### src/rtl/alu_pkg.sv
// alu_pkg: shared width and divider state encoding for the 8-bit ALU datapath.
//   ALU_WIDTH   - default operand width
//   div_state_t - divider FSM states
package alu_pkg;
    localparam int ALU_WIDTH = 8;
    typedef enum logic [1:0] {LOAD, CALC, DONE} div_state_t;
endpackage

### src/rtl/divider_if.sv
// divider_if: operand/result bundle of the sequential divider.
//   a, b    - dividend, divisor (driven by master)
//   q, r    - quotient, remainder (driven by slave)
//   done    - result valid for the latched operands (driven by slave)
interface divider_if
    import alu_pkg::*;
#(
    parameter int WIDTH = ALU_WIDTH
);
    logic [WIDTH-1:0] a;
    logic [WIDTH-1:0] b;
    logic [WIDTH-1:0] q;
    logic [WIDTH-1:0] r;
    logic             done;
    modport master (output a, b, input q, r, done);
    modport slave  (input a, b, output q, r, done);
endinterface

### src/rtl/divider.sv
// divider: restoring shift-subtract unsigned divider, one step per clock,
// restarting automatically whenever the operands differ from the latched ones.
//   clk - system clock
//   rst - synchronous active-high reset
//   bus - divider_if.slave: a, b in; q, r, done out
module divider
    import alu_pkg::*;
#(
    parameter int WIDTH = ALU_WIDTH
) (
    input  logic      clk,
    input  logic      rst,
    divider_if.slave  bus
);
    localparam int CW = $clog2(WIDTH) + 1;

    div_state_t       state_q, state_d;
    logic [WIDTH-1:0] a_l_q, a_l_d, b_l_q, b_l_d;
    logic [WIDTH:0]   rem_q, rem_d;
    logic [WIDTH-1:0] dvd_q, dvd_d;
    logic [CW-1:0]    cnt_q, cnt_d;
    logic [WIDTH-1:0] q_q, q_d, r_q, r_d;
    logic             done_q, done_d;
    logic [WIDTH:0]   rem_sh, trial, rem_nx;
    logic [WIDTH-1:0] dvd_sh;

    always_comb begin
        // The partial remainder is always below the divisor, so its top bit
        // is free to take the incoming dividend bit; trial's MSB is the borrow.
        rem_sh  = {rem_q[WIDTH-1:0], dvd_q[WIDTH-1]};
        trial   = rem_sh - {1'b0, b_l_q};
        rem_nx  = trial[WIDTH] ? rem_sh : trial;
        dvd_sh  = {dvd_q[WIDTH-2:0], ~trial[WIDTH]};
        state_d = state_q;
        a_l_d   = a_l_q;
        b_l_d   = b_l_q;
        rem_d   = rem_q;
        dvd_d   = dvd_q;
        cnt_d   = cnt_q;
        q_d     = q_q;
        r_d     = r_q;
        done_d  = done_q;
        if (state_q == LOAD) begin
            a_l_d   = bus.a;
            b_l_d   = bus.b;
            rem_d   = '0;
            dvd_d   = bus.a;
            cnt_d   = '0;
            done_d  = 1'b0;
            state_d = CALC;
        end else if (state_q == CALC) begin
            rem_d = rem_nx;
            dvd_d = dvd_sh;
            cnt_d = cnt_q + CW'(1);
            if (cnt_q == CW'(WIDTH - 1)) begin
                q_d     = dvd_sh;
                r_d     = rem_nx[WIDTH-1:0];
                done_d  = 1'b1;
                state_d = DONE;
            end
        end else if ({bus.a, bus.b} != {a_l_q, b_l_q}) begin
            state_d = LOAD;
        end
    end

    always_ff @(posedge clk) begin
        if (rst) begin
            state_q <= LOAD;
            a_l_q   <= '0;
            b_l_q   <= '0;
            rem_q   <= '0;
            dvd_q   <= '0;
            cnt_q   <= '0;
            q_q     <= '0;
            r_q     <= '0;
            done_q  <= 1'b0;
        end else begin
            state_q <= state_d;
            a_l_q   <= a_l_d;
            b_l_q   <= b_l_d;
            rem_q   <= rem_d;
            dvd_q   <= dvd_d;
            cnt_q   <= cnt_d;
            q_q     <= q_d;
            r_q     <= r_d;
            done_q  <= done_d;
        end
    end

    assign bus.q    = q_q;
    assign bus.r    = r_q;
    assign bus.done = done_q;
endmodule

### src/flat_wrapper.sv
// flat-port wrapper written by rule: the top's interface ports become plain ports
module divider_flat import alu_pkg::*;
#(
    parameter int WIDTH = ALU_WIDTH
)
  (clk, rst, bus_a, bus_b, bus_q, bus_r, bus_done);
  divider_if #(.WIDTH(WIDTH)) bus_i ();
  input  logic clk;
  input  logic rst;
  input wire logic [$bits(bus_i.a)-1:0] bus_a;
  input wire logic [$bits(bus_i.b)-1:0] bus_b;
  output wire logic [$bits(bus_i.q)-1:0] bus_q;
  output wire logic [$bits(bus_i.r)-1:0] bus_r;
  output wire logic [$bits(bus_i.done)-1:0] bus_done;
  assign bus_i.a = bus_a;
  assign bus_i.b = bus_b;
  assign bus_q = bus_i.q;
  assign bus_r = bus_i.r;
  assign bus_done = bus_i.done;
  divider #(.WIDTH(WIDTH)) u_core (.clk(clk), .rst(rst), .bus(bus_i));
endmodule
### config.mk
export PLATFORM = sky130hd
export DESIGN_NAME = divider_flat
export DESIGN_NICKNAME = d
export VERILOG_FILES = /design/src/rtl/alu_pkg.sv /design/src/rtl/divider_if.sv /design/src/rtl/divider.sv /design/src/flat_wrapper.sv
export SDC_FILE = /design/constraint.sdc
export NUM_CORES = 1
export LEC_CHECK = 0
export BUFFER_PORTS_ARGS = -buffer_cell sky130_fd_sc_hd__clkbuf_2
export CAP_MARGIN = 5
export CORE_ASPECT_RATIO = 0.7
export CORE_MARGIN = 3
export CORE_UTILIZATION = 45
export CTS_CLUSTER_SIZE = 30
export DETAILED_ROUTE_END_ITERATION = 10
export GPL_ROUTABILITY_DRIVEN = 1
export PLACE_DENSITY = 0.63
export SLEW_MARGIN = 40
export SYNTH_ARGS = -nofsm -noshare
export SYNTH_HDL_FRONTEND = slang
export SYNTH_SLANG_ARGS = --single-unit
### constraint.sdc
create_clock -name clk -period 8 [get_ports clk]
set_input_delay 0.4 -clock clk [delete_from_list [all_inputs] [get_ports clk]]
set_output_delay 0.4 -clock clk [all_outputs]
set_load 0.01 [all_outputs]
==> results of run 1 <==
layout make-up:
cell class	instances	area, µm²
clock inverters	2	38.8
repair buffers	35	178
inverters	20	75.1
flip-flops and latches	55	1100
clock buffers	6	82.6
multi-input cells	230	1460
fillers	535	2510
well taps	72	90.1
cells by family after synthesis:
logic type | count (synthesis)
simple gates | 110
compound gates | 77
flops | 55
buf+inv | 39
xor+xnor | 22
mux | 11
fa+ha+maj | 10
where the power goes:
group,internal (µW),switching [µW],total [µW]
Combinational,59.4,84.1,143
Clock,103,95.7,199
Sequential,286,11.4,297
per-stage QoR:
stage                     hold WS, ps  cell area [µm²]  cells  setup WS, ps  util [%]
after floorplan                   445             2720    324          5460         -
after global placement            442             2900    412          5290      52.4
after global routing              322             3030    420          5120      54.7
after CTS                         314             3020    420          5250      54.6
after detailed placement          447             2900    412          5260      52.4
final                             317             3030    420          5260      54.7
registers in the layout, summed over array words and instances, names as in the netlist:
| signal | cells |
|---|---|
| u_core.cnt_q | 4 |
| u_core.bus.done | 1 |
| u_core.dvd_q | 8 |
| u_core.a_l_q | 8 |
| u_core.bus.q | 8 |
| u_core.b_l_q | 8 |
| u_core.state_q | 2 |
| u_core.bus.r | 8 |
| u_core.rem_q | 8 |
cell usage in the layout, fill, tap and decap left out, types with 4 or more instances in the layout:
master    instances
nand2_1          55
dfxtp_1          54
a21oi_1          36
clkbuf_2         34
nor2_1           29
inv_1            20
xnor2_1          17
mux2i_1          11
ha_1              9
a211oi_1          8
a221oi_1          7
clkbuf_8          6
xor2_1            5
nand4_1           5
o21a_1            4
o21ai_0           4
a21o_1            4
metal layers:
metal,wire [µm],vias up
li1,-,1158
met1,3450,1037
met2,2560,54
met3,341,5
met4,25,0
met5,0,-
worst min-delay path by stage:
stage / from / to / slack [ps] / depth (start not counted)
2_1_floorplan: u_core.dvd_q[0] / u_core.bus.q[1] / 440 / 2
5_1_grt: bus_b[6] / u_core.b_l_q[6] / 320 / 3
4_1_cts: bus_b[7] / u_core.b_l_q[7] / 310 / 3
3_3_place_gp: u_core.bus.q[7] / u_core.bus.q[7] / 440 / 2
3_5_place_dp: u_core.bus.q[0] / u_core.bus.q[0] / 450 / 2
6_report: bus_b[7] / u_core.b_l_q[7] / 320 / 3
critical path, delay by kind of cell, from the launching register on:
family	cells	cell delay [ps]
AOI/OAI and AO/OA	4	1000
and+or+nand+nor	2	630
adders and majority gates	2	570
DFF	1	310
buffers and inverters	2	150
==> impl_summary.txt, run 1 <==
----------------------------------------------------
[Route]
  DR vias/cell ... 5.37
  Routed Antenna Nets ... 0
  Number of DRC markers in iteration 0 ... 128
  Count of vias placed by the detailed router ... ~2300
  Total length of routed wires ... 6370 µm
  1st-pass router iterations ... 4
  Routed len/inst ... 15.2 µm
  Detailed-route DRC error count ... 0

[CTS]
  Count of hold buffers inserted by post-cts repair ... 0
  CTS H-Tree Depth ... 2
  Number of buffers inserted during clock tree synthesis ... 5
  Total number of clock tree sinks ... 55
  Skew-Pair Late Insertion Delay ... approximately 320 ps
  Clock transition at path regs ... ~100 ps
  Longest Clk Path Bufs ... 2
  Buffer cell driving the clock tree root ... clkbuf_8
  Setup fix buffers added after clock tree synthesis ... 0
  Post-CTS resize count ... 0
  Clock tree from TritonCTS ... yes

[Timing]
  Max-slew violations ... 0
  Setup repair after global routing missed its margin ... no
  Rel. slew slack ... a little over half
  Final worst path period need ... 2740 ps
  Worst clock skew ... ~11 ps
  Total count of hold-check failures in the final report ... 0
  Final setup violation count ... 0
  Maximum achievable frequency ... ~0.36 GHz
  Sum of negative setup slack ... 0 ps
  Period utilisation layout ... 34.3%
  Transition time at the pin with the least slew margin ... 708 ps

[Final layout]
  Final #Nets ... between 300 and 400
  Diode insertion count for antenna repair ... 0
  Layout cells sized above 1 ... between 15 and 20%
  Synth-to-layout area growth ... 11.4%

[Global route]
  Wire length of the first global-routing pass ... between 10000 and 15000 µm
  Largest net degree at the start of global routing ... 43
  GRT met3 Usage ... under 10%
  Met2 track utilization from global routing ... 25.1%
  Vias in the first global route ... between 2000 and 2500
  GR Util All Layers ... 18.7%
  Most congested layer reported by global routing ... met1
  Met1 usage in global routing ... slightly above 30%
  Global-route congestion overflow total ... 0
  Antenna violations before repair ... 0

[Worst setup path]
  Worst setup path start ... u_core.dvd_q[7]
  Flop-to-flop setup slack ... approximately 5300 ps
  Startpoint of the lowest-slack register-to-register path ... u_core.dvd_q[7]
  Kind of capture point of the worst setup path ... flop
  CP required ... around 8200 ps
  Cell with the largest stage delay on the worst path ... or3_4
  Capturing point of the worst reg2reg path ... u_core.rem_q[3]
  Worst Setup EP ... u_core.rem_q[3]
  Setup CP Type ... flop to flop
  Data arrival time of the critical path ... a little under 3000 ps
  Count of cells along the worst register-to-register path ... 10
  Sort of element at the start of the critical path ... flop
  Crit Path Max Fanout ... 6
  Crit path largest cell delay ... approximately 450 ps
  Cell-by-cell listing of the critical path ... inv_1 -> ha_1 -> inv_1 -> fa_1 -> a21oi_1 -> nand4b_4 -> a21oi_1 -> or3_4 -> o31a_1 -> a221oi_2

[Yosys]
  Cells taking the most area after synthesis ... dfxtp_1 41%, nand2_1 7.6%, a21oi_1 6.6%
  Synthesized area ... 2720 µm²
  Most used flip-flop cell after synthesis ... dfxtp_1
  Total of warnings raised by yosys ... 0
  Adder-cell share of the synthesized area ... roughly 4.9%
  Fraction of post-synthesis cell area in the top cell type by area ... just over 40%
  Number of synthesized flops with an enable pin ... 0
  Fraction of synthesized area in multiplexers ... 4.06%
  Cells after Synth ... roughly 320
  Post-synthesis async set-or-reset flop share ... 0%
  Total of flip-flops plus latches after synthesis ... 55
  Sequential area share after synthesis ... roughly two fifths
  Dominant combinational cell family by area after synthesis ... simple AND/OR/NAND/NOR gates
  Complex-gate fraction of the synthesized area ... approximately a fifth
  Distinct cell type count after synthesis ... 43
  Xor/xnor cell area share of the yosys netlist ... 7.10%
  Top cell types by occurrence after synthesis ... 55 x dfxtp_1, 55 x nand2_1, 36 x a21oi_1, 31 x nor2_1, 20 x inv_1
  Area fraction in and, or, nand and nor cells after synthesis ... 18.8%
  Mean Syn Cell Area ... 8.38 µm²
  Syn nets ... about 350
  Cell taking the most area after synthesis ... dfxtp_1

[Placement]
  Number of port buffers ... 34
  Placer congestion estimate ... just over 0.8
  Placed wire-length estimate after detailed placement ... about 4600 µm

[Min path]
  Path type of the worst min-delay path ... input pin to flop

[Pwr]
  VDD IR-drop max ... approximately 0.084 mV
  Power Dens Cells ... 211 nW/µm²
  LEAKAGE ... between 0.001 and 0.0015 µW
  Total power draw ... about 640 µW

[Floorplan]
  Overall die width ... around 99 µm
  Initial standard-cell utilization of the core ... around 49%
  Placeable Area ... 5530 µm²
  # rows ... 22
  Die Span Y ... around 71 µm
  I/O pin count ... 35
  Total die area ... ~7000 µm²

[Run]
  Number of maximum-capacitance violations ... 0

[Run status]
  Outcome ... finished clean

----------------------------------------------------
Note: power is estimated with default switching activity, not from simulation.
==> run 2, diff against run 1 <==
- clock period: 8 -> 2.67 ns (I/O delays scaled with it)
==> run 2 against run 1 <==
Compared with the run above:
- hold slack lost 250 ps
- flip-flop and latch count did not move
- clock power rose to 2.9 times the previous value
- critical endpoint unchanged
- largest cell class unchanged
- routed wire length up 2.1%
- clock-buffer cell count is the same
- sequential power grew to 3.0 times the previous value
==> impl_summary.txt, run 2 (synthesis gave the netlist of run 1 again) <==
----------------------------------------------------
[Worst setup path]
  CP required ... 2890 ps
  Data arrival time of the critical path ... 2760 ps
  Cell-by-cell listing of the critical path ... inv_1 -> ha_1 -> inv_1 -> fa_1 -> a21oi_2 -> nand4b_4 -> a21oi_1 -> or3_4 -> o31a_1 -> a221oi_2
  Worst setup path start ... u_core.dvd_q[7]
  Crit Path Max Fanout ... 6
  Crit path largest cell delay ... 410 ps
  Capturing point of the worst reg2reg path ... u_core.rem_q[3]
  Sort of element at the start of the critical path ... flop
  Cell with the largest stage delay on the worst path ... fa_1
  Startpoint of the lowest-slack register-to-register path ... u_core.dvd_q[7]
  Count of cells along the worst register-to-register path ... 10
  Setup CP Type ... flop to flop
  Worst path most repeated cell ... inv_1
  Flop-to-flop setup slack ... 130 ps
  Kind of capture point of the worst setup path ... flop
  Worst Setup EP ... u_core.rem_q[3]

[Timing]
  Transition time at the pin with the least slew margin ... 667 ps
  Final setup violation count ... 0
  Total count of hold-check failures in the final report ... 0
  Max-slew violations ... 0
  Period utilisation layout ... 95.0%
  Worst clock skew ... approximately 6.8 ps
  Setup repair after global routing missed its margin ... no
  Final worst path period need ... between 2000 and 3000 ps
  Sum of negative setup slack ... 0 ps
  Maximum achievable frequency ... roughly 0.4 GHz
  Rel. slew slack ... 55.5%

[Floorplan]
  Die Span Y ... 71.0 µm
  Initial standard-cell utilization of the core ... 49.1%
  Overall die width ... a little under 100 µm
  # rows ... 22
  Total die area ... around 7000 µm²
  Placeable Area ... 5530 µm²
  I/O pin count ... 35

[Route]
  1st-pass router iterations ... 4
  Detailed-route DRC error count ... 0
  Number of DRC markers in iteration 0 ... roughly 130
  Routed len/inst ... approximately 15 µm
  Routed Antenna Nets ... 0
  Total length of routed wires ... about 6500 µm
  DR vias/cell ... 5.31
  Count of vias placed by the detailed router ... roughly 2300

[Final layout]
  Fin area ... approximately 3100 µm²
  Most used cells in the layout excluding fill and tap cells ... 55 x nand2_1, 55 x dfxtp_1, 35 x a21oi_1
  Final #Nets ... between 300 and 400
  Layout cells sized above 1 ... between 15 and 20%
  Diode insertion count for antenna repair ... 0
  Synth-to-layout area growth ... 14.4%
  Final core utilization ... 56.2%

[CTS]
  Setup fix buffers added after clock tree synthesis ... 0
  Longest Clk Path Bufs ... 2
  Buffer cell driving the clock tree root ... clkbuf_8
  CTS H-Tree Depth ... 2
  Clock tree from TritonCTS ... yes
  Skew-Pair Late Insertion Delay ... 310 ps
  Total number of clock tree sinks ... 55
  Count of hold buffers inserted by post-cts repair ... 0
  Clock transition at path regs ... about 100 ps
  Number of buffers inserted during clock tree synthesis ... 5

[Pwr]
  LEAKAGE ... between 0.001 and 0.0015 µW
  Power Dens Cells ... 617 nW/µm²
  VDD IR-drop max ... roughly 0.35 mV

[Placement]
  Placer congestion estimate ... a little over 0.8
  Placed wire-length estimate after detailed placement ... ~4700 µm
  Number of port buffers ... 34
  Placement-stage cell area ... 2980 µm²

[Run status]
  Outcome ... finished clean

[Run]
  Number of maximum-capacitance violations ... 0

[Global route]
  Wire length of the first global-routing pass ... approximately 10000 µm
  Largest net degree at the start of global routing ... 42
  Global-route congestion overflow total ... 0
  Antenna violations before repair ... 0
  Vias in the first global route ... between 2000 and 2500
  GR Util All Layers ... ~19%

[Min path]
  Worst hold path depth ... 3
  Path type of the worst min-delay path ... input pin to flop

----------------------------------------------------
-- run 2: stage by stage --
step           hold WS [ps]  total power (µW)  setup slack (ps)  std cells
2_1_floorplan           269              1240               130        324
3_3_place_gp            385              1330               178        421
3_5_place_dp            394              1340               162        421
4_1_cts                60.0              1910               110        429
5_1_grt                63.5              2010              5.78        429
6_report               68.4              1920               133        429
-- run 2: what timing repair did --
| action | 4_1_cts | 5_1_grt |
|---|---|---|
| hold endpoints to repair | 0 | 0 |
| endpoints found under the setup margin | 0 | 5 |
| gates resized for setup | 0 | 3 |
-- run 2: where the power goes --
part           internal [µW]  switching [µW]  leakage, µW  total (µW)
logic                    203             248     0.000752         451
registers                856            29.9     0.000450         886
clock network            304             276    0.0000612         580
total                   1360             553      0.00126        1920
-- run 2: final cells by class --
type | count | area, µm²
Clock buffer | 6 | 82.6
Clock inverter | 2 | 35.0
Fill cell | 526 | 2430
Inverter | 20 | 75.1
Multi-Input combinational cell | 230 | 1470
Sequential cell | 55 | 1100
Tap cell | 72 | 90.1
Timing Repair Buffer | 44 | 258
-- run 2: worst min-delay path by stage --
stage / from / to / slack [ps]
after CTS: bus_b[7] / u_core.b_l_q[7] / 60
after floorplan: bus_a[0] / u_core.a_l_q[0] / 270
after global routing: bus_b[7] / u_core.b_l_q[7] / 60
after detailed placement: bus_b[7] / u_core.b_l_q[7] / 390
after global placement: bus_b[7] / u_core.b_l_q[7] / 390
final: bus_b[7] / u_core.b_l_q[7] / 70
-- run 2: metal layers --
| layer | GRT usage, % | wire length [µm] | up-vias |
|---|---|---|---|
| li1 | - | - | 1170 |
| met1 | 29.9 | 3380 | 1033 |
| met2 | 25.3 | 2590 | 71 |
| met3 | 4.53 | 510 | 4 |
| met4 | 1.82 | 25 | 0 |
| met5 | 0 | 0 | - |
-- run 2: critical path: cells and delay by family, from the launching register on --
| family | cells | cell delay, ps |
|---|---|---|
| compound gates | 4 | 840 |
| fa+ha+maj | 2 | 590 |
| simple gates | 2 | 570 |
| flops | 1 | 310 |
| buf+inv | 2 | 150 |
==> run 3, diff against run 2 <==
- PLACE_DENSITY: 0.63 -> 0.76
==> run 3 against run 2 <==
Compared with the run above:
- flip-flop and latch count unchanged
- clock skew decreased by 0.91 ps
- register-to-register slack improved by 20 ps
- non-clock buffer count is 3 lower
- clock-buffer cell count unchanged
- core utilization fell by 1.3 points
- hold slack worse by 2.5 ps
- routed wire length shrank 5.7%
- critical path depth down 1
- final area shrank 2.3%
- sequential share of layout area rose by 0.82 points
- setup slack better by 18 ps
==> impl_summary.txt, run 3 (synthesis gave the netlist of run 1 again) <==
----------------------------------------------------
[Run status]
  Outcome ... finished clean

[Placement]
  Placed wire-length estimate after detailed placement ... between 4000 and 5000 µm
  Number of placed instances, taps included ... approximately 420
  Placer congestion estimate ... 0.858
  Number of port buffers ... 34

[Floorplan]
  Initial standard-cell utilization of the core ... between 40% and 50%
  Die Span Y ... 71.0 µm
  Placeable Area ... approximately 5500 µm²
  I/O pin count ... 35
  # rows ... 22
  Overall die width ... 98.8 µm
  Total die area ... about 7000 µm²

[Run]
  Number of maximum-capacitance violations ... 0

[Global route]
  Wire length of the first global-routing pass ... between 10000 and 15000 µm
  Antenna violations before repair ... 0
  GR Util All Layers ... between 10% and 20%
  Largest net degree at the start of global routing ... between 40 and 50
  Vias in the first global route ... 2159
  Global-route congestion overflow total ... 0

[Pwr]
  Power Dens Cells ... a little under 600 nW/µm²
  VDD IR-drop max ... 0.280 mV
  LEAKAGE ... ~0.0012 µW

[Worst setup path]
  Startpoint of the lowest-slack register-to-register path ... u_core.b_l_q[0]
  Crit path largest cell delay ... between 400 and 500 ps
  Data arrival time of the critical path ... 2740 ps
  Cell with the largest stage delay on the worst path ... or3_4
  Flop-to-flop setup slack ... 150 ps
  Crit Path Max Fanout ... 6
  CP required ... 2890 ps
  Worst setup path start ... u_core.b_l_q[0]
  Capturing point of the worst reg2reg path ... u_core.rem_q[3]
  Setup CP Type ... flop to flop
  Worst path most repeated cell ... a21oi_2
  Sort of element at the start of the critical path ... flop
  Kind of capture point of the worst setup path ... flop
  Cell-by-cell listing of the critical path ... ha_1 -> inv_1 -> fa_2 -> a21oi_2 -> nand4b_4 -> a21oi_2 -> or3_4 -> o31a_1 -> a221oi_2
  Count of cells along the worst register-to-register path ... 9

[Final layout]
  Diode insertion count for antenna repair ... 0
  Most used cells in the layout excluding fill and tap cells ... 55 x nand2_1, 55 x dfxtp_1, 34 x a21oi_1, 34 x clkbuf_2, 31 x nor2_1
  Non-filler instance count after layout ... between 400 and 500
  Layout cells sized above 1 ... about 16%
  Final #Nets ... ~380
  Fill cell count ... 510
  Synth-to-layout area growth ... 11.8%

[CTS]
  Clock transition at path regs ... 100 ps
  Longest Clk Path Bufs ... 2
  Number of buffers inserted during clock tree synthesis ... 5
  Buffer cell driving the clock tree root ... clkbuf_8
  Skew-Pair Late Insertion Delay ... 310 ps
  CTS H-Tree Depth ... 2
  Clock tree from TritonCTS ... yes
  Setup fix buffers added after clock tree synthesis ... 0
  Total number of clock tree sinks ... 55

[Timing]
  Worst clock skew ... between 5 and 6 ps
  Transition time at the pin with the least slew margin ... 674 ps
  Max-slew violations ... 0
  Setup repair after global routing missed its margin ... no
  Period utilisation layout ... between 90% and 100%
  Total count of hold-check failures in the final report ... 0
  Maximum achievable frequency ... ~0.40 GHz
  Final setup violation count ... 0
  Rel. slew slack ... a little under three fifths
  Sum of negative setup slack ... 0 ps
  Final worst path period need ... between 2000 and 3000 ps

[Route]
  Count of vias placed by the detailed router ... between 2000 and 2500
  Total length of routed wires ... around 6000 µm
  Routed Antenna Nets ... 0
  1st-pass router iterations ... 4
  Detailed-route DRC error count ... 0
  Routed len/inst ... around 14 µm
  Number of DRC markers in iteration 0 ... roughly 150
  DR vias/cell ... 5.27

[Min path]
  Path type of the worst min-delay path ... input pin to flop
  Worst Hold Launch ... bus_b[7]
  Worst hold path depth ... 3
  Hold-critical path endpoint ... u_core.b_l_q[7]

----------------------------------------------------
run 3: what timing repair did:
item,4_1_cts,5_1_grt
setup endpoints to repair,1,12
pin swaps,0,2
resized for setup,1,2
hold buffers,0,0
gates cloned,0,0
run 3: cell type report:
| type | instances | area [µm²] | area share (%) |
|---|---|---|---|
| clock inverter | 2 | 12.5 | 0.412 |
| clock buffer | 6 | 72.6 | 2.39 |
| multi-input combinational | 230 | 1460 | 48.2 |
| sequential | 55 | 1100 | 36.3 |
| timing repair buffer | 41 | 223 | 7.33 |
| tap | 72 | 90.1 | 2.97 |
| inverter | 20 | 75.1 | 2.47 |
run 3: power by group:
| part | total [µW] | switching, µW | internal [µW] |
|---|---|---|---|
| registers | 886 | 30.2 | 856 |
| logic | 422 | 239 | 184 |
| clock network | 454 | 270 | 184 |
| total | 1760 | 539 | 1220 |
run 3: worst max-delay path by stage:
stage / end / slack, ps
after detailed placement: u_core.rem_q[3] / 4
after global placement: u_core.rem_q[3] / 100
after global routing: u_core.rem_q[1] / 30
after CTS: u_core.rem_q[3] / 20
after floorplan: u_core.rem_q[3] / 130
final: u_core.rem_q[3] / 150
run 3: critical path, delay by kind of cell (launching register included):
| kind | cells | cell delay [ps] |
|---|---|---|
| compound gates | 4 | 870 |
| fa+ha+maj | 2 | 540 |
| buf+inv | 1 | 60 |
| flops | 1 | 380 |
| simple gates | 2 | 580 |
run 3: metal layers:
metal / up-vias / wire length (µm) / global-route usage, %
li1: 1168 / - / -
met1: 1017 / 3200 / 28.4
met2: 53 / 2510 / 26.5
met3: 7 / 384 / 4.53
met4: 0 / 39 / 3.18
met5: - / 0 / 0
run 3: through the flow:
step / power (µW) / setup WS (ps) / cell area [µm²] / hold WS (ps) / util (%)
6_report: 1760 / 150 / 3040 / 65.9 / 54.9
5_1_grt: 1860 / 26.1 / 3040 / 64.3 / 54.9
4_1_cts: 1770 / 22.3 / 3030 / 62.9 / 54.8
3_5_place_dp: 1320 / 3.94 / 2940 / 394 / 53.2
3_3_place_gp: 1310 / 101 / 2940 / 387 / 53.2
2_1_floorplan: 1240 / 130 / 2720 / 269 / -
